--- config.mk ---
export PLATFORM = sky130hd
export DESIGN_NAME = pe_array_sad
export DESIGN_NICKNAME = d
export VERILOG_FILES = /design/src/rtl/me_pkg.sv /design/src/rtl/pe_sad_cell.sv /design/src/rtl/pe_array_sad.sv
export SDC_FILE = /design/constraint.sdc
export NUM_CORES = 2
export LEC_CHECK = 0
export CAP_MARGIN = 40
export CORE_MARGIN = 2
export CORE_UTILIZATION = 50
export CTS_BUF_LIST = sky130_fd_sc_hd__clkbuf_2
export CTS_CLUSTER_DIAMETER = 100
export DETAILED_ROUTE_END_ITERATION = 16
export PLACE_DENSITY = 0.69
export SLEW_MARGIN = 20
export SYNTH_ARGS = -nofsm -noshare
export SYNTH_HDL_FRONTEND = slang
export SYNTH_SLANG_ARGS = --single-unit
--- constraint.sdc ---
create_clock -name clock -period 14.85 [get_ports clock]
set_input_delay 2.97 -clock clock [delete_from_list [all_inputs] [get_ports clock]]
set_output_delay 2.97 -clock clock [all_outputs]
set_load 0.01 [all_outputs]
--- src/rtl/me_pkg.sv ---
// rtl/me_pkg.sv - motion-estimator helpers shared by the SAD array and search-window control
package me_pkg;

   localparam int unsigned FN_W = 32;

   function automatic logic [FN_W-1:0] abs_diff(input logic [FN_W-1:0] a,
                                                input logic [FN_W-1:0] b);
      return (a > b) ? (a - b) : (b - a);
   endfunction

   // Clamps to the all-ones value of a w-bit accumulator; w must not exceed FN_W-1.
   function automatic logic [FN_W-1:0] sat_add(input logic [FN_W-1:0] acc,
                                               input logic [FN_W-1:0] d,
                                               input int unsigned     w);
      logic [FN_W:0] sum;
      logic [FN_W:0] max;
      sum = {1'b0, acc} + {1'b0, d};
      max = ({{FN_W{1'b0}}, 1'b1} << w) - 1'b1;
      return (sum > max) ? max[FN_W-1:0] : sum[FN_W-1:0];
   endfunction

   function automatic int unsigned idx_w(input int unsigned n);
      if (n < 2) return 1;
      return $unsigned($clog2(n));
   endfunction

endpackage

--- src/rtl/pe_sad_cell.sv ---
// rtl/pe_sad_cell.sv - one SAD processing element: stream mux, abs-diff, saturating
// accumulator, primed flag and the stage-1 completion latch
module pe_sad_cell
   import me_pkg::*;
#(
   parameter int unsigned PIX_W = 8,
   parameter int unsigned ACC_W = 16
) (
   input  logic             clock,
   input  logic             reset,
   input  logic             in_valid_i,
   input  logic [PIX_W-1:0] r_i,
   input  logic [PIX_W-1:0] s1_i,
   input  logic [PIX_W-1:0] s2_i,
   input  logic             sel_i,
   input  logic             new_dist_i,
   output logic [ACC_W-1:0] acc_o,
   output logic             done_o,
   output logic [ACC_W-1:0] done_val_o
);

   logic [PIX_W-1:0] s_pix;
   logic [ACC_W-1:0] diff;
   logic [ACC_W-1:0] acc_sum;

   logic [ACC_W-1:0] acc_q, acc_d;
   logic [ACC_W-1:0] done_val_q, done_val_d;
   logic             primed_q, primed_d;
   logic             done_q, done_d;

   assign s_pix   = sel_i ? s2_i : s1_i;
   assign diff    = ACC_W'(abs_diff(FN_W'(r_i), FN_W'(s_pix)));
   assign acc_sum = ACC_W'(sat_add(FN_W'(acc_q), FN_W'(diff), ACC_W));

   // done pulses for exactly one cycle; the value latch only moves on a restart.
   always_comb begin
      acc_d      = acc_q;
      primed_d   = primed_q;
      done_d     = 1'b0;
      done_val_d = done_val_q;
      if (in_valid_i) begin
         if (new_dist_i) begin
            acc_d      = diff;
            done_d     = primed_q;
            done_val_d = acc_q;
            primed_d   = 1'b1;
         end else begin
            acc_d = acc_sum;
         end
      end
   end

   always_ff @(posedge clock) begin
      if (reset) begin
         acc_q      <= '0;
         primed_q   <= 1'b0;
         done_q     <= 1'b0;
         done_val_q <= '0;
      end else begin
         acc_q      <= acc_d;
         primed_q   <= primed_d;
         done_q     <= done_d;
         done_val_q <= done_val_d;
      end
   end

   assign acc_o      = acc_q;
   assign done_o     = done_q;
   assign done_val_o = done_val_q;

endmodule

--- src/rtl/pe_array_sad.sv ---
// rtl/pe_array_sad.sv - N_PE SAD elements with a min-reduction tree and registered
// best-match tracker
module pe_array_sad
   import me_pkg::*;
#(
   parameter int unsigned N_PE  = 16,
   parameter int unsigned PIX_W = 8,
   parameter int unsigned ACC_W = 16
) (
   input  logic                    clock,
   input  logic                    reset,
   input  logic                    in_valid,
   input  logic [PIX_W-1:0]        R,
   input  logic [PIX_W-1:0]        S1,
   input  logic [PIX_W-1:0]        S2,
   input  logic [N_PE-1:0]         s_sel,
   input  logic [N_PE-1:0]         new_dist,
   input  logic                    frame_start,
   output logic [N_PE*ACC_W-1:0]   acc_out,
   output logic [ACC_W-1:0]        best_dist,
   output logic [idx_w(N_PE)-1:0]  best_idx,
   output logic                    best_valid
);

   localparam int unsigned IDX_W  = idx_w(N_PE);
   localparam int unsigned LEAVES = 1 << IDX_W;
   localparam int unsigned NODES  = 2 * LEAVES - 1;

   logic [ACC_W-1:0] acc_w      [N_PE];
   logic             done_w     [N_PE];
   logic [ACC_W-1:0] done_val_w [N_PE];

   for (genvar k = 0; k < N_PE; k++) begin : g_pe
      pe_sad_cell #(
         .PIX_W (PIX_W),
         .ACC_W (ACC_W)
      ) u_cell (
         .clock      (clock),
         .reset      (reset),
         .in_valid_i (in_valid),
         .r_i        (R),
         .s1_i       (S1),
         .s2_i       (S2),
         .sel_i      (s_sel[k]),
         .new_dist_i (new_dist[k]),
         .acc_o      (acc_w[k]),
         .done_o     (done_w[k]),
         .done_val_o (done_val_w[k])
      );
      assign acc_out[k*ACC_W +: ACC_W] = acc_w[k];
   end

   // Heap-ordered tree: node n has children 2n+1 (lower indices) and 2n+2, so the
   // left child wins ties and the root carries the lowest-index minimum.
   logic             node_vld [NODES];
   logic [ACC_W-1:0] node_val [NODES];
   logic [IDX_W-1:0] node_idx [NODES];

   always_comb begin
      for (int n = 0; n < NODES; n++) begin
         node_vld[n] = 1'b0;
         node_val[n] = '1;
         node_idx[n] = '0;
      end
      for (int k = 0; k < N_PE; k++) begin
         node_vld[LEAVES-1+k] = done_w[k];
         node_val[LEAVES-1+k] = done_val_w[k];
         node_idx[LEAVES-1+k] = IDX_W'(k);
      end
      for (int n = LEAVES - 2; n >= 0; n--) begin
         if (node_vld[2*n+2] &&
             (!node_vld[2*n+1] || (node_val[2*n+2] < node_val[2*n+1]))) begin
            node_vld[n] = 1'b1;
            node_val[n] = node_val[2*n+2];
            node_idx[n] = node_idx[2*n+2];
         end else begin
            node_vld[n] = node_vld[2*n+1];
            node_val[n] = node_val[2*n+1];
            node_idx[n] = node_idx[2*n+1];
         end
      end
   end

   logic [ACC_W-1:0] best_dist_q, best_dist_d;
   logic [IDX_W-1:0] best_idx_q, best_idx_d;
   logic             best_valid_q, best_valid_d;

   always_comb begin
      best_dist_d  = best_dist_q;
      best_idx_d   = best_idx_q;
      best_valid_d = best_valid_q;
      if (frame_start) begin
         best_dist_d  = '1;
         best_idx_d   = '0;
         best_valid_d = 1'b0;
      end else if (node_vld[0] && (!best_valid_q || (node_val[0] < best_dist_q))) begin
         best_dist_d  = node_val[0];
         best_idx_d   = node_idx[0];
         best_valid_d = 1'b1;
      end
   end

   always_ff @(posedge clock) begin
      if (reset) begin
         best_dist_q  <= '1;
         best_idx_q   <= '0;
         best_valid_q <= 1'b0;
      end else begin
         best_dist_q  <= best_dist_d;
         best_idx_q   <= best_idx_d;
         best_valid_q <= best_valid_d;
      end
   end

   assign best_dist  = best_dist_q;
   assign best_idx   = best_idx_q;
   assign best_valid = best_valid_q;

endmodule

==> results.ini <==
[synthesis]
synth_simple_gate_area_share_pct = 15.70
synth_fp_nets = 7473
synthCells = 6619
synth.area.mux_share_pct = 8.313
async_flop_share_pct = 0
synth_xor_area_share_pct = 4.308
synth_compound_area_share_pct = 23.01
synth_cell_types = 88
synth_top_family_by_area = compound AO/OA/AOI/OAI gates
seq_area_frac_synth_pct = 22.17
synth_adder_area_share_pct = 20.22
synth_edf_count = 0
syn_area_um2 = 51020
yosys_warnings = 0
synth_flop_cell = dfxtp_1
synth_seq_cells = 565
syn_avg_cell_area_um2 = 7.709

[timing]
worst_pin_slew_ns = 1.013
layout_min_cycle_time_ns = 13.00
finalMaxSlewViolations = 0
finalSetupTns_ns = 0
finalHoldViolCount = 0
period_share_pct = 87.56
finalSetupViolations = 0
max_freq_mhz = 76.90
grt_setup_unrepaired = no
fin_worst_skew_ns = 0.1103
relSlewSlack_pct = 32.46

[die]
dieArea_um2 = 104600
die_x_um = 323.5
rows = 117
num_io_pins = 337
start_util_pct = 50.30
core_um2 = 101400
die_h_um = 323.5

[min_path]
hold_class = flop to flop

[finish]
final_cell_mix = nand2_1, ha_1, inv_1
mostFrequentLayoutCell = nand2_1
drive_gt1_share_pct = 6.850
fin_cells = 8512
fin_nets = 7867
nFillCells = 9811
syn_to_final_growth_pct = 13.20

[critical_path]
crit_path_max_fanout = 39
critPathCaptureType = flop
cp.required_ns = 16.24
worstSetupPathType = flop to flop
crit_arrival_ns = 14.40
cp-start-kind = flop
max_stage_delay_ns = 0.72
slowest_stage = a221oi_1

[cts]
cts-root-buf = clkbuf_2
path_clk_slew_ns = 0.10
htreeDepth = 4
cts_buffers = 164
cts_setup_buffers = 0
cts_resized = 0
tritoncts = done
cts_num_sinks = 565
clockBufferDepth = 3
hold_buffers = 0
clock_latency_ns = 1.52

[detailed_routing]
drtIter0Drc = 4742
wl_met2_mm = 78.28
drc = 0
wl_met1_mm = 80.61
ant_nets = 0
vias = 50330
drt_pass1_iterations = 8
routed_wl_mm = 183.1
met3_length_mm = 16.76
top_layer_used = met5
wl_per_cell_um = 21.51
vias_per_cell = 5.913

[placed_design]
hpwl_mm = 136.3
gp_congestion = 0.9908
post-place-cells = 8198
io_buffers = 336

[global_routing]
grt_pass1_vias = 46730
grt.total_usage_pct = 34.08
grt_max_degree = 75
grt_overflow_total = 0
grt_pass1_wl_mm = 274.7
antenna_found_initial = 5

[job]
max-cap-violations = 0

[run_status]
outcome = complete, no violations

[pwr]
leakagePower_nw = 26.67
power_density_nw_per_um2 = 116.3
peakVddDrop_mv = 0.07866

-- final timing paths --
path                                                     start                             to  slack [ns]  cells past startpoint
worst min register to register        g_pe[11].u_cell.acc_o[7]  g_pe[11].u_cell.done_val_o[7]        0.43                      2
worst max-delay path            g_pe[10].u_cell.done_val_o[13]                   best_dist[3]        1.85                     61
worst min-delay path                  g_pe[11].u_cell.acc_o[7]  g_pe[11].u_cell.done_val_o[7]        0.43                      2
worst max register to register  g_pe[10].u_cell.done_val_o[13]                   best_dist[3]        1.85                     61
-- final cells by class --
type                    instances  area (µm²)  share of cell area, %
clock buffers                 227        1136                  1.967
repair buffers                449        4332                  7.500
flip-flops and latches        565       11310                  19.58
diodes                          5       12.51                0.02166
well taps                    1368        1712                  2.963
multi-input cells            5208       36550                  63.29
inverters                     625        2346                  4.062
clock inverters                65       356.6                 0.6174
-- kinds of logic (layout without fill, tap and decap cells) --
logic type	after synthesis	count (layout)
adder cells (fa/ha/maj)	796	796
buffers and inverters	846	1366
flip-flops	565	565
other	0	5
multiplexers	407	407
AO/OA/AOI/OAI	1888	1888
XOR/XNOR	251	251
AND/OR/NAND/NOR	1866	1866
-- through the flow --
step	worst slack [ns]	power [mW]	cell area, µm²	util (%)	hold WS, ns
6_report	1.847	6.718	57760	56.93	0.4266
5_1_grt	0.8605	7.219	57750	56.93	0.4689
4_1_cts	1.819	6.680	57540	56.72	0.4420
3_5_place_dp	1.950	5.433	56050	55.25	0.4485
3_3_place_gp	1.980	5.356	55840	55.05	0.4423
2_1_floorplan	2.987	4.349	51020	-	0.4319
-- cell usage after synthesis, drive strengths merged, types with 68 or more instances --
cell type  instances  area [µm²]
nand2           1002        3769
nor2             424        1594
nor3              79       395.4
clkbuf           206       773.2
a21boi            68       510.5
dfxtp            565       11310
mux2i            353        3633
xnor2            173        1515
a21o             137        1028
xor2              78       683.2
o21ai            547        2741
o21a             101       758.2
a21oi            576        2887
nor2b             97       606.8
inv              615        2308
a211oi            82       625.6
ha               746        9334
-- metal layers --
| metal | vias to the layer above | track usage [%] |
|---|---|---|
| li1 | 24090 | - |
| met1 | 23770 | 47.33 |
| met2 | 2069 | 51.95 |
| met3 | 399 | 5.973 |
| met4 | 4 | 13.93 |
| met5 | - | 0 |
-- registers in the layout (all words and copies together), names as in the netlist --
register,flops
g_pe.u_cell.acc_o,256
g_pe.u_cell.done_val_o,256
best_dist,16
g_pe.u_cell.done_o,16
g_pe.u_cell.primed_q,16
best_idx,4
best_valid,1
-- critical path, delay by kind of cell (launching register included) --
family	cells	cell delay, ns
buffers and inverters	8	1.56
AOI/OAI and AO/OA	32	6.99
DFF	1	0.38
muxes	2	0.78
adders and majority gates	5	1.24
and+or+nand+nor	14	1.89
-- power breakdown --
group          switching, mW  internal (mW)  leakage, nW  total [mW]
clock                  0.762          0.471         1.11        1.23
combinational           1.98           1.53         20.9        3.51
sequential             0.279           1.69         4.63        1.97
No activity file was read; power rests on OpenSTA's default activity.
